==> config.mk <==
export PLATFORM = sky130hd
export DESIGN_NAME = ee354_btn_move_flat
export DESIGN_NICKNAME = d
export VERILOG_FILES = /design/src/rtl/ee354_btn_move_if.sv /design/src/rtl/ee354_btn_move.sv /design/src/flat_wrapper.sv
export SDC_FILE = /design/constraint.sdc
export NUM_CORES = 1
export LEC_CHECK = 0
export ABC_AREA = 1
export BUFFER_PORTS_ARGS = -buffer_cell sky130_fd_sc_hd__buf_2
export CAP_MARGIN = 10
export CORE_MARGIN = 1
export CORE_UTILIZATION = 56
export CTS_BUF_LIST = sky130_fd_sc_hd__clkbuf_8
export DETAILED_ROUTE_END_ITERATION = 12
export HOLD_SLACK_MARGIN = 0.03
export PLACE_DENSITY = 0.79
export SETUP_SLACK_MARGIN = 0.3
export SYNTH_ARGS = -nofsm -noshare
export SYNTH_HDL_FRONTEND = slang
export SYNTH_SLANG_ARGS = --single-unit
==> constraint.sdc <==
create_clock -name Clk -period 6.8 [get_ports Clk]
set_input_delay 2.04 -clock Clk [delete_from_list [all_inputs] [get_ports Clk]]
set_output_delay 2.04 -clock Clk [all_outputs]
set_load 0.01 [all_outputs]
==> src/rtl/ee354_btn_move_if.sv <==
// Button-to-move interface.
// Carries the raw push-button levels and the downstream ready flag into the move block.
// Carries the single-cycle move pulses and the FSM state flags back out.
//   BtnU/BtnD/BtnL/BtnR : raw bouncing button levels, high = pressed
//   ready               : downstream game FSM can accept a move
//   up/down/left/right  : one-cycle move pulses, at most one high at a time
//   pending             : a captured move is waiting for ready
//   q_Idle/q_Pend/q_Hold: one-hot move FSM state
// master: the side that owns the buttons and the game FSM (drives inputs).
// slave : the move block itself.
interface ee354_btn_move_if;
  logic BtnU;
  logic BtnD;
  logic BtnL;
  logic BtnR;
  logic ready;
  logic up;
  logic down;
  logic left;
  logic right;
  logic pending;
  logic q_Idle;
  logic q_Pend;
  logic q_Hold;

  modport master (
    output BtnU, BtnD, BtnL, BtnR, ready,
    input  up, down, left, right, pending, q_Idle, q_Pend, q_Hold
  );

  modport slave (
    input  BtnU, BtnD, BtnL, BtnR, ready,
    output up, down, left, right, pending, q_Idle, q_Pend, q_Hold
  );
endinterface

==> src/rtl/ee354_btn_move.sv <==
// Push-button move generator.
// Four raw button levels are synchronised and debounced.
// A small move FSM then turns a debounced press into exactly one registered move pulse.
// That pulse is handed to the downstream game FSM once it signals ready.
// A held button yields one pulse only.
// The FSM re-arms only after every button has been released.
//   Clk   : sole clock, rising edge
//   Reset : asynchronous, active-high; clears all state
//   bus   : ee354_btn_move_if slave modport (buttons, ready, moves, state flags)
// Parameter DEBOUNCE_COUNT (2..2^24): consecutive cycles a synchronised input must
// differ from its stable level before the stable level follows it.
module ee354_btn_move #(
  parameter int unsigned DEBOUNCE_COUNT = 1000000
) (
  input logic              Clk,
  input logic              Reset,
  ee354_btn_move_if.slave  bus
);

  localparam logic [23:0] CntMax = 24'(DEBOUNCE_COUNT - 1);

  // Bit order used for every per-button vector: [3]=up, [2]=down, [1]=left, [0]=right.
  // This matches the capture priority up > down > left > right.
  typedef enum logic [2:0] {
    StIdle = 3'b001,
    StPend = 3'b010,
    StHold = 3'b100
  } state_e;

  logic [3:0]       btn_raw;
  logic [3:0]       sync1_q;
  logic [3:0]       sync2_q;
  logic [3:0]       stable_q, stable_d;
  logic [3:0][23:0] cnt_q, cnt_d;
  state_e           state_q, state_d;
  logic [3:0]       dir_q, dir_d;
  logic [3:0]       move_q, move_d;

  assign btn_raw = {bus.BtnU, bus.BtnD, bus.BtnL, bus.BtnR};

  // Two-flop synchroniser; nothing downstream ever looks at btn_raw or sync1_q.
  always_ff @(posedge Clk or posedge Reset) begin
    if (Reset) begin
      sync1_q <= '0;
      sync2_q <= '0;
    end else begin
      sync1_q <= btn_raw;
      sync2_q <= sync1_q;
    end
  end

  // Debouncer per button.
  // Any cycle where the input agrees with the stable level restarts the count.
  // So only an uninterrupted run of DEBOUNCE_COUNT differing cycles flips the level.
  always_comb begin
    stable_d = stable_q;
    cnt_d    = cnt_q;
    for (int i = 0; i < 4; i++) begin
      if (sync2_q[i] == stable_q[i]) begin
        cnt_d[i] = '0;
      end else if (cnt_q[i] == CntMax) begin
        stable_d[i] = ~stable_q[i];
        cnt_d[i]    = '0;
      end else begin
        cnt_d[i] = cnt_q[i] + 24'd1;
      end
    end
  end

  always_ff @(posedge Clk or posedge Reset) begin
    if (Reset) begin
      stable_q <= '0;
      cnt_q    <= '0;
    end else begin
      stable_q <= stable_d;
      cnt_q    <= cnt_d;
    end
  end

  // Move FSM.
  // Direction is latched on entry to PEND and held there.
  // A later release or another press cannot alter or cancel the move.
  // Buttons are only looked at again in IDLE.
  always_comb begin
    state_d = state_q;
    dir_d   = dir_q;
    move_d  = '0;
    unique case (state_q)
      StIdle: begin
        if (|stable_q) begin
          state_d = StPend;
          if (stable_q[3]) begin
            dir_d = 4'b1000;
          end else if (stable_q[2]) begin
            dir_d = 4'b0100;
          end else if (stable_q[1]) begin
            dir_d = 4'b0010;
          end else begin
            dir_d = 4'b0001;
          end
        end
      end
      StPend: begin
        if (bus.ready) begin
          move_d  = dir_q;
          state_d = StHold;
        end
      end
      StHold: begin
        if (stable_q == 4'b0000) begin
          state_d = StIdle;
        end
      end
      default: begin
        state_d = StIdle;
      end
    endcase
  end

  always_ff @(posedge Clk or posedge Reset) begin
    if (Reset) begin
      state_q <= StIdle;
      dir_q   <= '0;
      move_q  <= '0;
    end else begin
      state_q <= state_d;
      dir_q   <= dir_d;
      move_q  <= move_d;
    end
  end

  assign bus.up      = move_q[3];
  assign bus.down    = move_q[2];
  assign bus.left    = move_q[1];
  assign bus.right   = move_q[0];
  assign bus.q_Idle  = state_q[0];
  assign bus.q_Pend  = state_q[1];
  assign bus.q_Hold  = state_q[2];
  assign bus.pending = state_q[1];

endmodule
==> src/flat_wrapper.sv <==
// flat-port wrapper written by rule: the top's interface ports become plain ports
module ee354_btn_move_flat 
#(
  parameter int unsigned DEBOUNCE_COUNT = 1000000
)
  (Clk, Reset, bus_BtnU, bus_BtnD, bus_BtnL, bus_BtnR, bus_ready, bus_up, bus_down, bus_left, bus_right, bus_pending, bus_q_Idle, bus_q_Pend, bus_q_Hold);
  ee354_btn_move_if bus_i ();
  input logic Clk;
  input logic Reset;
  input wire logic [$bits(bus_i.BtnU)-1:0] bus_BtnU;
  input wire logic [$bits(bus_i.BtnD)-1:0] bus_BtnD;
  input wire logic [$bits(bus_i.BtnL)-1:0] bus_BtnL;
  input wire logic [$bits(bus_i.BtnR)-1:0] bus_BtnR;
  input wire logic [$bits(bus_i.ready)-1:0] bus_ready;
  output wire logic [$bits(bus_i.up)-1:0] bus_up;
  output wire logic [$bits(bus_i.down)-1:0] bus_down;
  output wire logic [$bits(bus_i.left)-1:0] bus_left;
  output wire logic [$bits(bus_i.right)-1:0] bus_right;
  output wire logic [$bits(bus_i.pending)-1:0] bus_pending;
  output wire logic [$bits(bus_i.q_Idle)-1:0] bus_q_Idle;
  output wire logic [$bits(bus_i.q_Pend)-1:0] bus_q_Pend;
  output wire logic [$bits(bus_i.q_Hold)-1:0] bus_q_Hold;
  assign bus_i.BtnU = bus_BtnU;
  assign bus_i.BtnD = bus_BtnD;
  assign bus_i.BtnL = bus_BtnL;
  assign bus_i.BtnR = bus_BtnR;
  assign bus_i.ready = bus_ready;
  assign bus_up = bus_i.up;
  assign bus_down = bus_i.down;
  assign bus_left = bus_i.left;
  assign bus_right = bus_i.right;
  assign bus_pending = bus_i.pending;
  assign bus_q_Idle = bus_i.q_Idle;
  assign bus_q_Pend = bus_i.q_Pend;
  assign bus_q_Hold = bus_i.q_Hold;
  ee354_btn_move #(.DEBOUNCE_COUNT(DEBOUNCE_COUNT)) u_core (.Clk(Clk), .Reset(Reset), .bus(bus_i));
endmodule
==> flow_results.xml <==
<?xml version="1.0" encoding="UTF-8"?>
<metrics>
  <group name="yosys">
    <metric name="postSynthNetCount" unit="">876</metric>
    <metric name="sequential_cell_area_fraction_in_the_yosys_report" unit="">0.453</metric>
    <metric name="ys.flop_type" unit="">sky130_fd_sc_hd__dfrtp_1</metric>
    <metric name="synthesis.yosys.warnings" unit="">0</metric>
    <metric name="netlist_instances" unit="">865</metric>
    <metric name="yosys.cell_types.count" unit="">33</metric>
    <metric name="yosys_register_bits" unit="">119</metric>
    <metric name="synthArstFlopShare" unit="">1.00</metric>
    <metric name="post_synth_instance_area" unit="mm²">0.00658</metric>
    <metric name="synth.avg_cell_area" unit="µm²">7.61</metric>
    <metric name="synth_edf_count" unit="">0</metric>
  </group>
  <group name="clock_tree">
    <metric name="cts-buffers-inserted" unit="">17</metric>
    <metric name="post-cts-setup-buffers" unit="">0</metric>
    <metric name="cts.reportedPaths.clkPinSlew" unit="ps">70</metric>
    <metric name="clk-insertion-delay-late" unit="ps">440</metric>
    <metric name="clock_tree.htree_level_count" unit="">4</metric>
    <metric name="cts_hold_repair.buffers" unit="">0</metric>
    <metric name="clock_sink_count" unit="">119</metric>
    <metric name="clock_path_buffers" unit="">2</metric>
    <metric name="clock_tree.root_cell" unit="">sky130_fd_sc_hd__clkbuf_8</metric>
    <metric name="tritoncts" unit="">done</metric>
    <metric name="cts_repair_resize_count" unit="">0</metric>
  </group>
  <group name="worst_setup_path">
    <metric name="slowest_stage" unit="">sky130_fd_sc_hd__dfstp_2</metric>
    <metric name="cp_data_arrival_time" unit="ps">1090</metric>
    <metric name="critical_path.cell_chain" unit="">buf_2</metric>
    <metric name="crit-reg2reg-launch" unit="">u_core.cnt_q[48]$_DFF_PP0_</metric>
    <metric name="worstSetupStartpointType" unit="">flop</metric>
    <metric name="max_stage_delay" unit="ps">540</metric>
    <metric name="ff2ff_path_depth" unit="">8</metric>
    <metric name="regToRegEndpoint" unit="">u_core.cnt_q[62]$_DFF_PP0_</metric>
    <metric name="critical_path_peak_fanout" unit="">3</metric>
    <metric name="slack_of_the_worst_reg_to_reg_path" unit="ps">5190</metric>
    <metric name="timing.critical_path.buf_inv" unit="">1</metric>
    <metric name="crit_required" unit="ps">4760</metric>
    <metric name="crit_path_max_delay_family" unit="">flip-flops</metric>
    <metric name="path_class" unit="">flop to output port</metric>
    <metric name="critPathCaptureType" unit="">output port</metric>
  </group>
  <group name="routing">
    <metric name="antenna_left" unit="">0</metric>
    <metric name="detail_route.iter0.violations" unit="">436</metric>
    <metric name="finalWirelength" unit="µm">13400</metric>
    <metric name="drc" unit="">0</metric>
    <metric name="vias_per_instance" unit="">5.10</metric>
    <metric name="first_pass_iters" unit="">5</metric>
    <metric name="via_count" unit="">5352</metric>
    <metric name="routed_wire_length_per_instance" unit="µm">12.8</metric>
  </group>
  <group name="global_route">
    <metric name="track_usage" unit="">0.248</metric>
    <metric name="wire_length_of_the_first_global_routing_pass" unit="µm">23100</metric>
    <metric name="largest_net_degree_at_the_start_of_global_routing" unit="">71</metric>
    <metric name="residual_overflow_from_global_routing" unit="">0</metric>
    <metric name="number_of_global_route_vias_before_repair" unit="">5154</metric>
    <metric name="grt_antenna_before_repair" unit="">0</metric>
  </group>
  <group name="floorplan">
    <metric name="y_dimension_of_the_die" unit="µm">110</metric>
    <metric name="fp-row-count" unit="">39</metric>
    <metric name="core" unit="mm²">0.0114</metric>
    <metric name="floorplan.die.width" unit="µm">110</metric>
    <metric name="floorplan.die_area" unit="mm²">0.0122</metric>
    <metric name="initial_utilization" unit="">0.576</metric>
    <metric name="number_of_top_level_design_ports" unit="">15</metric>
  </group>
  <group name="sta">
    <metric name="tightest_slew" unit="ps">832</metric>
    <metric name="finalHoldViolCount" unit="">0</metric>
    <metric name="maxSlewHeadroom" unit="">0.445</metric>
    <metric name="rsz0062_at_grt" unit="">false</metric>
    <metric name="maxSlewViolCount" unit="">0</metric>
    <metric name="final_worst_setup_slack" unit="ps">3670</metric>
    <metric name="min_period_over_period" unit="">0.460</metric>
    <metric name="tns" unit="ps">0</metric>
    <metric name="timing.final.crit_period" unit="ps">3130</metric>
    <metric name="skew" unit="ps">10.1</metric>
    <metric name="setup_viol" unit="">0</metric>
    <metric name="achievable-frequency" unit="MHz">320</metric>
  </group>
  <group name="min_path">
    <metric name="whs_endpoint" unit="">u_core.sync2_q[1]$_DFF_PP0_</metric>
    <metric name="min_path_type" unit="">flop to flop</metric>
    <metric name="holdPathStages" unit="">0</metric>
    <metric name="worstHoldStart" unit="">u_core.sync1_q[1]$_DFF_PP0_</metric>
  </group>
  <group name="power">
    <metric name="finalPower" unit="mW">1.45</metric>
    <metric name="worst_ir_drop_vdd" unit="µV">183</metric>
    <metric name="cellPowerDensity" unit="mW/mm²">201</metric>
    <metric name="power.leakage" unit="nW">3.32</metric>
  </group>
  <group name="place">
    <metric name="postPlaceCellArea" unit="mm²">0.00680</metric>
    <metric name="port-buffer-count" unit="">14</metric>
    <metric name="pre_cts_ws" unit="ps">3330</metric>
    <metric name="place_congestion" unit="">0.865</metric>
    <metric name="hpwlAfterDp" unit="µm">9700</metric>
  </group>
  <group name="final_layout">
    <metric name="mostFrequentLayoutCell" unit="">sky130_fd_sc_hd__nor2_1</metric>
    <metric name="fillers" unit="">1013</metric>
    <metric name="nets" unit="">905</metric>
    <metric name="areaGrowthSynthToFinish" unit="%">9.97</metric>
    <metric name="final_cell_area" unit="mm²">0.00723</metric>
    <metric name="antenna_diode_count" unit="">0</metric>
    <metric name="drive_gt1_frac" unit="">0.119</metric>
    <metric name="final_cell_mix" unit="">sky130_fd_sc_hd__nor2_1, sky130_fd_sc_hd__nand2_1, sky130_fd_sc_hd__dfrtp_1, sky130_fd_sc_hd__inv_1, sky130_fd_sc_hd__nand3_1</metric>
  </group>
  <group name="flow_run">
    <metric name="maxCapViolations" unit="">0</metric>
  </group>
  <group name="outcome">
    <metric name="status" unit="">finished clean</metric>
  </group>
</metrics>
-- final cells by class --
cell class                      instances  area, µm²  area share
Sequential cell                       119       2980       0.412
Clock buffer                           20        275      0.0380
Timing Repair Buffer                   15       77.6      0.0107
Clock inverter                         11        155      0.0214
Tap cell                              143        179      0.0247
Inverter                               93        352      0.0486
Multi-Input combinational cell        648       3220       0.445
-- metal layers --
layer	global-route usage	wire length, µm	vias up	part of all wire
met3	0.0588	520	15	0.039
met5	0	0	-	0
met4	0.0808	172	0	0.013
met1	0.322	6400	2505	0.48
met2	0.410	6280	96	0.47
li1	-	-	2736	-
-- sequential cells by signal, indices dropped and copies added (netlist names) --
| register | count |
|---|---|
| u_core.dir_q | 4 |
| u_core.cnt_q | 96 |
| u_core.state_q | 3 |
| u_core.sync1_q | 4 |
| u_core.stable_q | 4 |
| u_core.sync2_q | 4 |
| u_core.move_q | 4 |
-- per-stage QoR --
stage,hold WS (ps),utilization,std cells
2_1_floorplan,331,-,865
4_1_cts,363,0.634,1049
5_1_grt,382,0.634,1049
3_3_place_gp,355,0.596,1018
3_5_place_dp,348,0.596,1018
6_report,367,0.634,1049
-- worst max path at each step --
stage	start	to	slack, ps	depth (start not counted)
4_1_cts	u_core.state_q[0]$_DFFE_PP1P_	bus_q_Idle	3640	1
2_1_floorplan	Reset	u_core.cnt_q[0]$_DFF_PP0_	1600	1
3_3_place_gp	Reset	u_core.cnt_q[28]$_DFF_PP0_	3360	3
5_1_grt	Reset	u_core.cnt_q[51]$_DFF_PP0_	3610	3
3_5_place_dp	Reset	u_core.cnt_q[29]$_DFF_PP0_	3330	3
6_report	u_core.state_q[0]$_DFFE_PP1P_	bus_q_Idle	3670	1
-- report_power, final --
part	switching (mW)	leakage [nW]	internal [mW]	total (mW)
clock network	0.269	0.227	0.421	0.690
registers	0.00764	1.63	0.716	0.724
logic	0.0313	1.47	0.00982	0.0411
-- synthesized netlist by cell type, types with 2 or more instances --
library cell,instances,area (µm²)
sky130_fd_sc_hd__inv_2,4,15.0
sky130_fd_sc_hd__nand3_1,71,355
sky130_fd_sc_hd__nand3_4,2,35.0
sky130_fd_sc_hd__xnor2_1,19,166
sky130_fd_sc_hd__xor2_1,31,272
sky130_fd_sc_hd__buf_2,3,15.0
sky130_fd_sc_hd__nand2_4,2,22.5
sky130_fd_sc_hd__o21ai_0,2,10.0
sky130_fd_sc_hd__and2_1,5,31.3
sky130_fd_sc_hd__nor2_2,17,106
sky130_fd_sc_hd__xor2_2,4,65.1
sky130_fd_sc_hd__o21a_1,2,15.0
sky130_fd_sc_hd__nand2_2,17,106
sky130_fd_sc_hd__nand2_1,185,694
sky130_fd_sc_hd__nand3_2,2,20.0
sky130_fd_sc_hd__nand4_1,15,93.8
sky130_fd_sc_hd__nor2_1,230,863
sky130_fd_sc_hd__dfrtp_1,118,2950
sky130_fd_sc_hd__a21oi_1,15,75.1
sky130_fd_sc_hd__nor3b_1,4,30.0
sky130_fd_sc_hd__inv_1,89,334
sky130_fd_sc_hd__nor2_4,11,124
sky130_fd_sc_hd__o21bai_1,3,22.5
sky130_fd_sc_hd__ha_1,4,50.1
sky130_fd_sc_hd__nor3_1,2,10.0
-- kinds of logic (layout without fill, tap and decap cells) --
| group | count (synthesis) | in the layout | synth area share |
|---|---|---|---|
| simple gates | 566 | 566 | 0.384 |
| buf+inv | 98 | 139 | 0.0582 |
| compound gates | 24 | 24 | 0.0209 |
| fa+ha+maj | 4 | 4 | 0.00761 |
| xor+xnor | 54 | 54 | 0.0765 |
| flops | 119 | 119 | 0.453 |
No activity file was read; power rests on OpenSTA's default activity.
